## src/rtl/riscv_ctrl_fsm_pkg.sv

```systemverilog
// ----------------------------------------------------------------------------
// riscv_ctrl_fsm_pkg
// Shared types for the multi-cycle RV32I control sequencer: decoder control
// field encodings, controller state enum and trap cause codes.
// ----------------------------------------------------------------------------
package riscv_ctrl_fsm_pkg;

    typedef enum logic [1:0] {
        WB_ALU = 2'd0,
        WB_MEM = 2'd1,
        WB_PC4 = 2'd2,
        WB_IMM = 2'd3
    } wb_sel_t;

    typedef enum logic {
        RF_NONE  = 1'b0,
        RF_WRITE = 1'b1
    } rf_wen_t;

    typedef enum logic {
        MEM_NONE  = 1'b0,
        MEM_WRITE = 1'b1
    } mem_wen_t;

    typedef enum logic [1:0] {
        PC_PLUS4  = 2'd0,
        PC_BRANCH = 2'd1,
        PC_JAL    = 2'd2,
        PC_JALR   = 2'd3
    } pc_sel_t;

    typedef enum logic [2:0] {
        S_FETCH  = 3'd0,
        S_DECODE = 3'd1,
        S_EXEC   = 3'd2,
        S_MEM    = 3'd3,
        S_WB     = 3'd4,
        S_TRAP   = 3'd5
    } ctrl_state_t;

    localparam logic [1:0] TRAP_NONE    = 2'd0;
    localparam logic [1:0] TRAP_ILLEGAL = 2'd1;
    localparam logic [1:0] TRAP_IMEM_TO = 2'd2;
    localparam logic [1:0] TRAP_DMEM_TO = 2'd3;

    // Loads and stores both need a data-memory phase.
    function automatic logic needs_mem(input wb_sel_t ws, input mem_wen_t mw);
        return (ws == WB_MEM) || (mw == MEM_WRITE);
    endfunction

endpackage

```

## src/rtl/riscv_ctrl_fsm_perf_counter.sv

```systemverilog
// ----------------------------------------------------------------------------
// riscv_perf_counter
// Free-running event counter that wraps modulo 2^W and can be frozen.
// Ports:
//   i_clk, i_rst  : clock, synchronous active-high reset
//   i_en          : count this cycle
//   i_freeze      : hold the count regardless of i_en
//   o_cnt         : current count
// ----------------------------------------------------------------------------
module riscv_perf_counter #(
    parameter int W = 32
) (
    input  logic         i_clk,
    input  logic         i_rst,
    input  logic         i_en,
    input  logic         i_freeze,
    output logic [W-1:0] o_cnt
);

    logic [W-1:0] r_cnt;

    always_ff @(posedge i_clk) begin
        if (i_rst) begin
            r_cnt <= '0;
        end else if (i_en && !i_freeze) begin
            r_cnt <= r_cnt + 1'b1;
        end
    end

    assign o_cnt = r_cnt;

endmodule

```

## src/rtl/riscv_ctrl_fsm.sv

```systemverilog
// ----------------------------------------------------------------------------
// riscv_ctrl_fsm
// Multi-cycle control sequencer for the RV32I core. Steps each instruction
// through fetch / decode / execute / memory / writeback, drives IR, PC,
// register-file and data-memory enables, and raises a sticky trap on an
// illegal instruction or a memory handshake timeout.
//
// Optional feature macro: RISCV_CTRL_PERF_EN adds cycle and retired-
// instruction counters (o_cycle_cnt, o_instret_cnt).
//
// Ports:
//   i_clk, i_rst                 : clock, synchronous active-high reset
//   i_inst_valid                 : decoder recognised the instruction in IR
//   i_wb_sel/i_rf_wen/i_mem_wen  : decoder control fields
//   i_pc_sel                     : next-PC select (consumed by the PC datapath)
//   i_imem_ready, i_dmem_ready   : memory handshake completions
//   o_imem_req, o_dmem_req       : memory requests
//   o_dmem_we                    : data access is a store
//   o_ir_we, o_pc_we, o_rf_we    : datapath enables
//   o_retire                     : one pulse per completed instruction
//   o_trap, o_trap_cause         : sticky trap flag and cause
//   o_state                      : current state (debug)
//   o_cycle_cnt, o_instret_cnt   : perf counters (macro only)
//
// state    | meaning
// ---------+-----------------------------------------------
// S_FETCH  | request instruction, latch into IR on ready
// S_DECODE | one cycle, check decoder legality
// S_EXEC   | one ALU cycle, choose memory phase or writeback
// S_MEM    | data memory access until ready
// S_WB     | PC update, register write, retire
// S_TRAP   | absorbing error state, left only by reset
// ----------------------------------------------------------------------------
module riscv_ctrl_fsm
    import riscv_ctrl_fsm_pkg::*;
#(
    parameter int MEM_TIMEOUT = 255,
    parameter int CNT_W       = 32
) (
    input  logic        i_clk,
    input  logic        i_rst,
    input  logic        i_inst_valid,
    input  wb_sel_t     i_wb_sel,
    input  rf_wen_t     i_rf_wen,
    input  mem_wen_t    i_mem_wen,
    input  pc_sel_t     i_pc_sel,
    input  logic        i_imem_ready,
    input  logic        i_dmem_ready,
    output logic        o_imem_req,
    output logic        o_dmem_req,
    output logic        o_dmem_we,
    output logic        o_ir_we,
    output logic        o_pc_we,
    output logic        o_rf_we,
    output logic        o_retire,
    output logic        o_trap,
    output logic [1:0]  o_trap_cause,
    output ctrl_state_t o_state
`ifdef RISCV_CTRL_PERF_EN
    ,
    output logic [CNT_W-1:0] o_cycle_cnt,
    output logic [CNT_W-1:0] o_instret_cnt
`endif
);

    localparam int WAIT_W = (MEM_TIMEOUT > 255) ? $clog2(MEM_TIMEOUT + 1) : 8;
    localparam logic [WAIT_W-1:0] TO_CMP = WAIT_W'(MEM_TIMEOUT);

    ctrl_state_t       r_state;
    ctrl_state_t       w_next;
    logic [1:0]        w_next_cause;
    logic [1:0]        r_cause;
    logic [WAIT_W-1:0] r_wait;
    logic              w_to_hit;
    logic              w_wait_cycle;

    // The PC datapath consumes i_pc_sel directly; the sequencer only gates pc_we.
    logic w_unused_pc_sel;
    assign w_unused_pc_sel = ^i_pc_sel;

    assign w_to_hit = (MEM_TIMEOUT != 0) && (r_wait == TO_CMP);

    // State register
    always_ff @(posedge i_clk) begin
        if (i_rst) begin
            r_state <= S_FETCH;
        end else begin
            r_state <= w_next;
        end
    end

    // Next-state logic; ready is checked before the timeout so a late ready wins.
    always_comb begin
        w_next       = r_state;
        w_next_cause = TRAP_NONE;
        case (r_state)
            S_FETCH: begin
                if (i_imem_ready) begin
                    w_next = S_DECODE;
                end else if (w_to_hit) begin
                    w_next       = S_TRAP;
                    w_next_cause = TRAP_IMEM_TO;
                end
            end
            S_DECODE: begin
                if (i_inst_valid) begin
                    w_next = S_EXEC;
                end else begin
                    w_next       = S_TRAP;
                    w_next_cause = TRAP_ILLEGAL;
                end
            end
            S_EXEC: begin
                w_next = needs_mem(i_wb_sel, i_mem_wen) ? S_MEM : S_WB;
            end
            S_MEM: begin
                if (i_dmem_ready) begin
                    w_next = S_WB;
                end else if (w_to_hit) begin
                    w_next       = S_TRAP;
                    w_next_cause = TRAP_DMEM_TO;
                end
            end
            S_WB:    w_next = S_FETCH;
            S_TRAP:  w_next = S_TRAP;
            default: w_next = S_FETCH;
        endcase
    end

    // Output logic
    always_comb begin
        o_imem_req = 1'b0;
        o_ir_we    = 1'b0;
        o_dmem_req = 1'b0;
        o_dmem_we  = 1'b0;
        o_pc_we    = 1'b0;
        o_rf_we    = 1'b0;
        o_retire   = 1'b0;
        o_trap     = 1'b0;
        case (r_state)
            S_FETCH: begin
                o_imem_req = 1'b1;
                o_ir_we    = i_imem_ready;
            end
            S_MEM: begin
                o_dmem_req = 1'b1;
                o_dmem_we  = (i_mem_wen == MEM_WRITE);
            end
            S_WB: begin
                o_pc_we  = 1'b1;
                o_retire = 1'b1;
                o_rf_we  = (i_rf_wen == RF_WRITE);
            end
            S_TRAP:  o_trap = 1'b1;
            default: ;
        endcase
    end

    assign w_wait_cycle = (o_imem_req && !i_imem_ready) ||
                          (o_dmem_req && !i_dmem_ready);

    // Wait counter restarts on entry to each handshake state.
    always_ff @(posedge i_clk) begin
        if (i_rst) begin
            r_wait <= '0;
        end else if ((w_next != r_state) &&
                     ((w_next == S_FETCH) || (w_next == S_MEM))) begin
            r_wait <= '0;
        end else if (w_wait_cycle) begin
            r_wait <= r_wait + 1'b1;
        end
    end

    // Cause is captured once on trap entry and held until reset.
    always_ff @(posedge i_clk) begin
        if (i_rst) begin
            r_cause <= TRAP_NONE;
        end else if ((r_state != S_TRAP) && (w_next == S_TRAP)) begin
            r_cause <= w_next_cause;
        end
    end

    assign o_trap_cause = r_cause;
    assign o_state      = r_state;

`ifdef RISCV_CTRL_PERF_EN
    riscv_perf_counter #(.W(CNT_W)) u_cycle_cnt (
        .i_clk    (i_clk),
        .i_rst    (i_rst),
        .i_en     (1'b1),
        .i_freeze (o_trap),
        .o_cnt    (o_cycle_cnt)
    );

    riscv_perf_counter #(.W(CNT_W)) u_instret_cnt (
        .i_clk    (i_clk),
        .i_rst    (i_rst),
        .i_en     (o_retire),
        .i_freeze (o_trap),
        .o_cnt    (o_instret_cnt)
    );
`else
    logic [CNT_W-1:0] w_unused_cnt;
    assign w_unused_cnt = '0;
`endif

endmodule

```

## config.mk

```make
export PLATFORM = sky130hd
export DESIGN_NAME = riscv_ctrl_fsm
export DESIGN_NICKNAME = d
export VERILOG_FILES = /design/src/rtl/riscv_ctrl_fsm_pkg.sv /design/src/rtl/riscv_ctrl_fsm_perf_counter.sv /design/src/rtl/riscv_ctrl_fsm.sv
export SDC_FILE = /design/constraint.sdc
export NUM_CORES = 1
export LEC_CHECK = 0
export ABC_AREA = 1
export CORE_ASPECT_RATIO = 0.6
export CORE_MARGIN = 3
export CORE_UTILIZATION = 40
export DETAILED_ROUTE_END_ITERATION = 6
export PLACE_DENSITY = 0.65
export SYNTH_ARGS = -nofsm -noshare
export SYNTH_HDL_FRONTEND = slang
export SYNTH_SLANG_ARGS = --single-unit
export TNS_END_PERCENT = 20
```

## constraint.sdc

```tcl
create_clock -name i_clk -period 2.2 [get_ports i_clk]
set_clock_uncertainty 0.2 [all_clocks]
set_input_delay 0.66 -clock i_clk [delete_from_list [all_inputs] [get_ports i_clk]]
set_output_delay 0.66 -clock i_clk [all_outputs]
set_load 0.01 [all_outputs]
```

==> qor.yml, run 1 <==
clock_tree:
  hold_buffers: 0
  clk_pin_slew_ns: 0.05
  htreeDepth: 1
  clkSinkCount: 13
  cts-root-buf: "clkbuf_8"
  cts_tree: "done"
  clk_path_buf_depth: 2
  cts_setup_buffers: 0
  cts_buffers: 3
  clock_latency_ns: 0.24
yosys:
  ys_ff_latch: 13
  yosys.cell_types.count: 22
  synth_area_um2: 900.9
  yosys-top-cells-area: "dfxtp_1 29%, nand2_1 10%, nor2_2 9.7%"
  yosysSeqAreaShare: 0.2889
  synth.avg_cell_area_um2: 6.773
  syn_inst: 133
  synth_top_area_frac: 0.2889
  yosysWarnings: 0
  synth_area_leader_cell: "dfxtp_1"
  syn_nets: 145
timing:
  worstMarginPinSlew_ns: 0.2564
  setup_violations: 0
  slew_viol_final: 0
  hold_ws_ns: 0.3180
  period_minus_slack_ns: 2.119
  max_freq_ghz: 0.4718
  hold_viol_final: 0
  maxSlewHeadroom: 0.8286
  fin_crit_sh: 0.9633
  rsz0062_at_grt: "yes"
finish:
  diodes: 0
  instances_no_fill: 198
  final_layout_size_suffix_gt1_frac: 0.3529
  area_growth_syn_to_layout_pct: 42.36
  final_cell_mix: "23 x nand2_1, 19 x inv_1, 15 x buf_4, 14 x nor2_2, 13 x nor2_1"
  final_common_cell: "nand2_1"
  design_area_um2: 1282
  nNetsFinal: 183
global_route:
  grt_max_degree: 9
  use_met1: 0.2607
  grt_pass1_wl_um: 3519
  top_usage_layer: "met1"
  grtUsageTotal: 0.1611
  met2_usage: 0.2090
  globalRoute.totalOverflow: 0
  grt.met3_usage: 0.04762
  antenna_found_initial: 0
  grt_pass1_vias: 782
detailed_routing:
  vias_per_cell: 4.551
  firstDrtPassIters: 4
  drc_errors: 0
  drt-initial-drc-count: 53
  ant_nets: 0
  num_vias: 901
  wl_per_cell_um: 10.59
  wl_um: 2096
floorplan:
  die_x_um: 67.27
  ios: 24
  start_util: 0.4545
  coreArea_um2: 1982
  die_y_um: 42.76
  die-area_um2: 2876
  rows: 12
hold_path:
  hold_path.class: "reg2reg"
  holdCritStartpoint: "o_trap_cause[1]"
  worstHoldPathCells: 2
  min_to: "o_trap_cause[1]"
worst_setup_path:
  slowest_stage: "dfxtp_4"
  reg2regPathDepth: 10
  r2r-start: "r_wait[0]"
  path_cells: "buf_4 -> nor3_1 -> dlygate4sd2_1"
  required_ns: 1.34
  cp_max_fo: 8
  critical_path_arrival_ns: 1.26
  worstReg2RegEnd: "o_trap_cause[1]"
  cp-start-kind: "flop"
  critPathMaxStageDelay_ns: 0.38
  r2r_slack_ns: 0.22
  cp-end-kind: "primary output"
  path_class: "reg2out"
job:
  maxCapViolations: 0
power_and_ir_drop:
  p_leak_nw: 0.6468
  peakVddDrop_v: 0.0004200
  p_total_mw: 0.9580
  power_density_nw_per_um2: 747.0
run_status:
  status: "completed"
placement:
  place_inst: 194
  place_area_um2: 1229
  io_buffers: 21
  place.gp.congestion: 0.9069
  dpl.hpwl_um: 1777
final cells by class:
type	instances	area (um2)
Sequential cell	13	269.0
Multi-Input combinational cell	94	531.8
Timing Repair Buffer	36	312.8
Clock buffer	4	45.04
Tap cell	28	35.03
Fill cell	181	699.4
Inverter	23	88.84
worst max path at each step:
stage	from	to	slack [ns]	cells after the start
2_1_floorplan	o_state[2]	o_retire	0.20	3
3_3_place_gp	i_imem_ready	o_ir_we	-0.48	4
3_5_place_dp	i_imem_ready	o_ir_we	-0.50	4
4_1_cts	o_state[1]	o_imem_req	-0.16	4
5_1_grt	r_wait[0]	o_trap_cause[1]	-0.03	10
6_report	o_state[0]	o_pc_we	0.08	3
cell usage after synthesis, drive strengths merged:
cell type / n
inv: 23
o21ai: 1
dfxtp: 13
and3: 1
nand2: 33
buf: 3
a21oi: 8
xor2: 5
ha: 1
nand3: 11
nor2: 29
xnor2: 1
nor3: 4
through the flow:
stage	setup slack, ns	util	TNS [ns]
2_1_floorplan	0.1985	-	0
3_3_place_gp	-0.4778	0.6199	-3.453
3_5_place_dp	-0.5009	0.6199	-3.750
4_1_cts	-0.1639	0.6383	-0.2209
5_1_grt	-0.02941	0.6471	-0.02941
6_report	0.08065	0.6471	0
registers in the layout, summed over array words and instances (netlist names):
name and flops:
r_wait 8, o_state 3, o_trap_cause 2
repair_timing:
| action | 4_1_cts | 5_1_grt |
|---|---|---|
| gates resized for setup | 25 | 6 |
| pin swaps | 2 | 0 |
| endpoints found under the setup margin | 11 | 13 |
worst max-delay path: cells and delay by family (launching register included):
kind / cells / cell delay (ns)
buf+inv: 2 / 0.45
simple gates: 1 / 0.19
flops: 1 / 0.38
logic make-up after synthesis:
kind of cell / share of synthesized area
fa+ha+maj: 0.01389
xor+xnor: 0.05833
buf+inv: 0.1320
flops: 0.2889
compound gates: 0.05416
simple gates: 0.4528
power breakdown:
group	total, mW	switching [mW]	internal (mW)
Sequential	0.296	0.0332	0.263
Combinational	0.453	0.246	0.207
Clock	0.210	0.0818	0.128
per-layer routing:
metal,part of all wire,vias up
met2,0.40,21
met5,0,-
li1,-,485
met1,0.54,395
met4,0,0
met3,0.063,0
Note: power is estimated with default switching activity, not from simulation.
==> inputs of run 2 (changes only) <==
Settings changed: ABC_CLOCK_PERIOD_IN_PS set to 2200, MAX_ROUTING_LAYER set to met4.
==> results of run 2 <==
The final DEF is identical to that of run 1; final timing and power are the same.
Among the figures that moved: final weighted congestion in routability-driven placement 0.9069 -> 0.9226; overall routing resource usage 0.1611 -> 0.1654
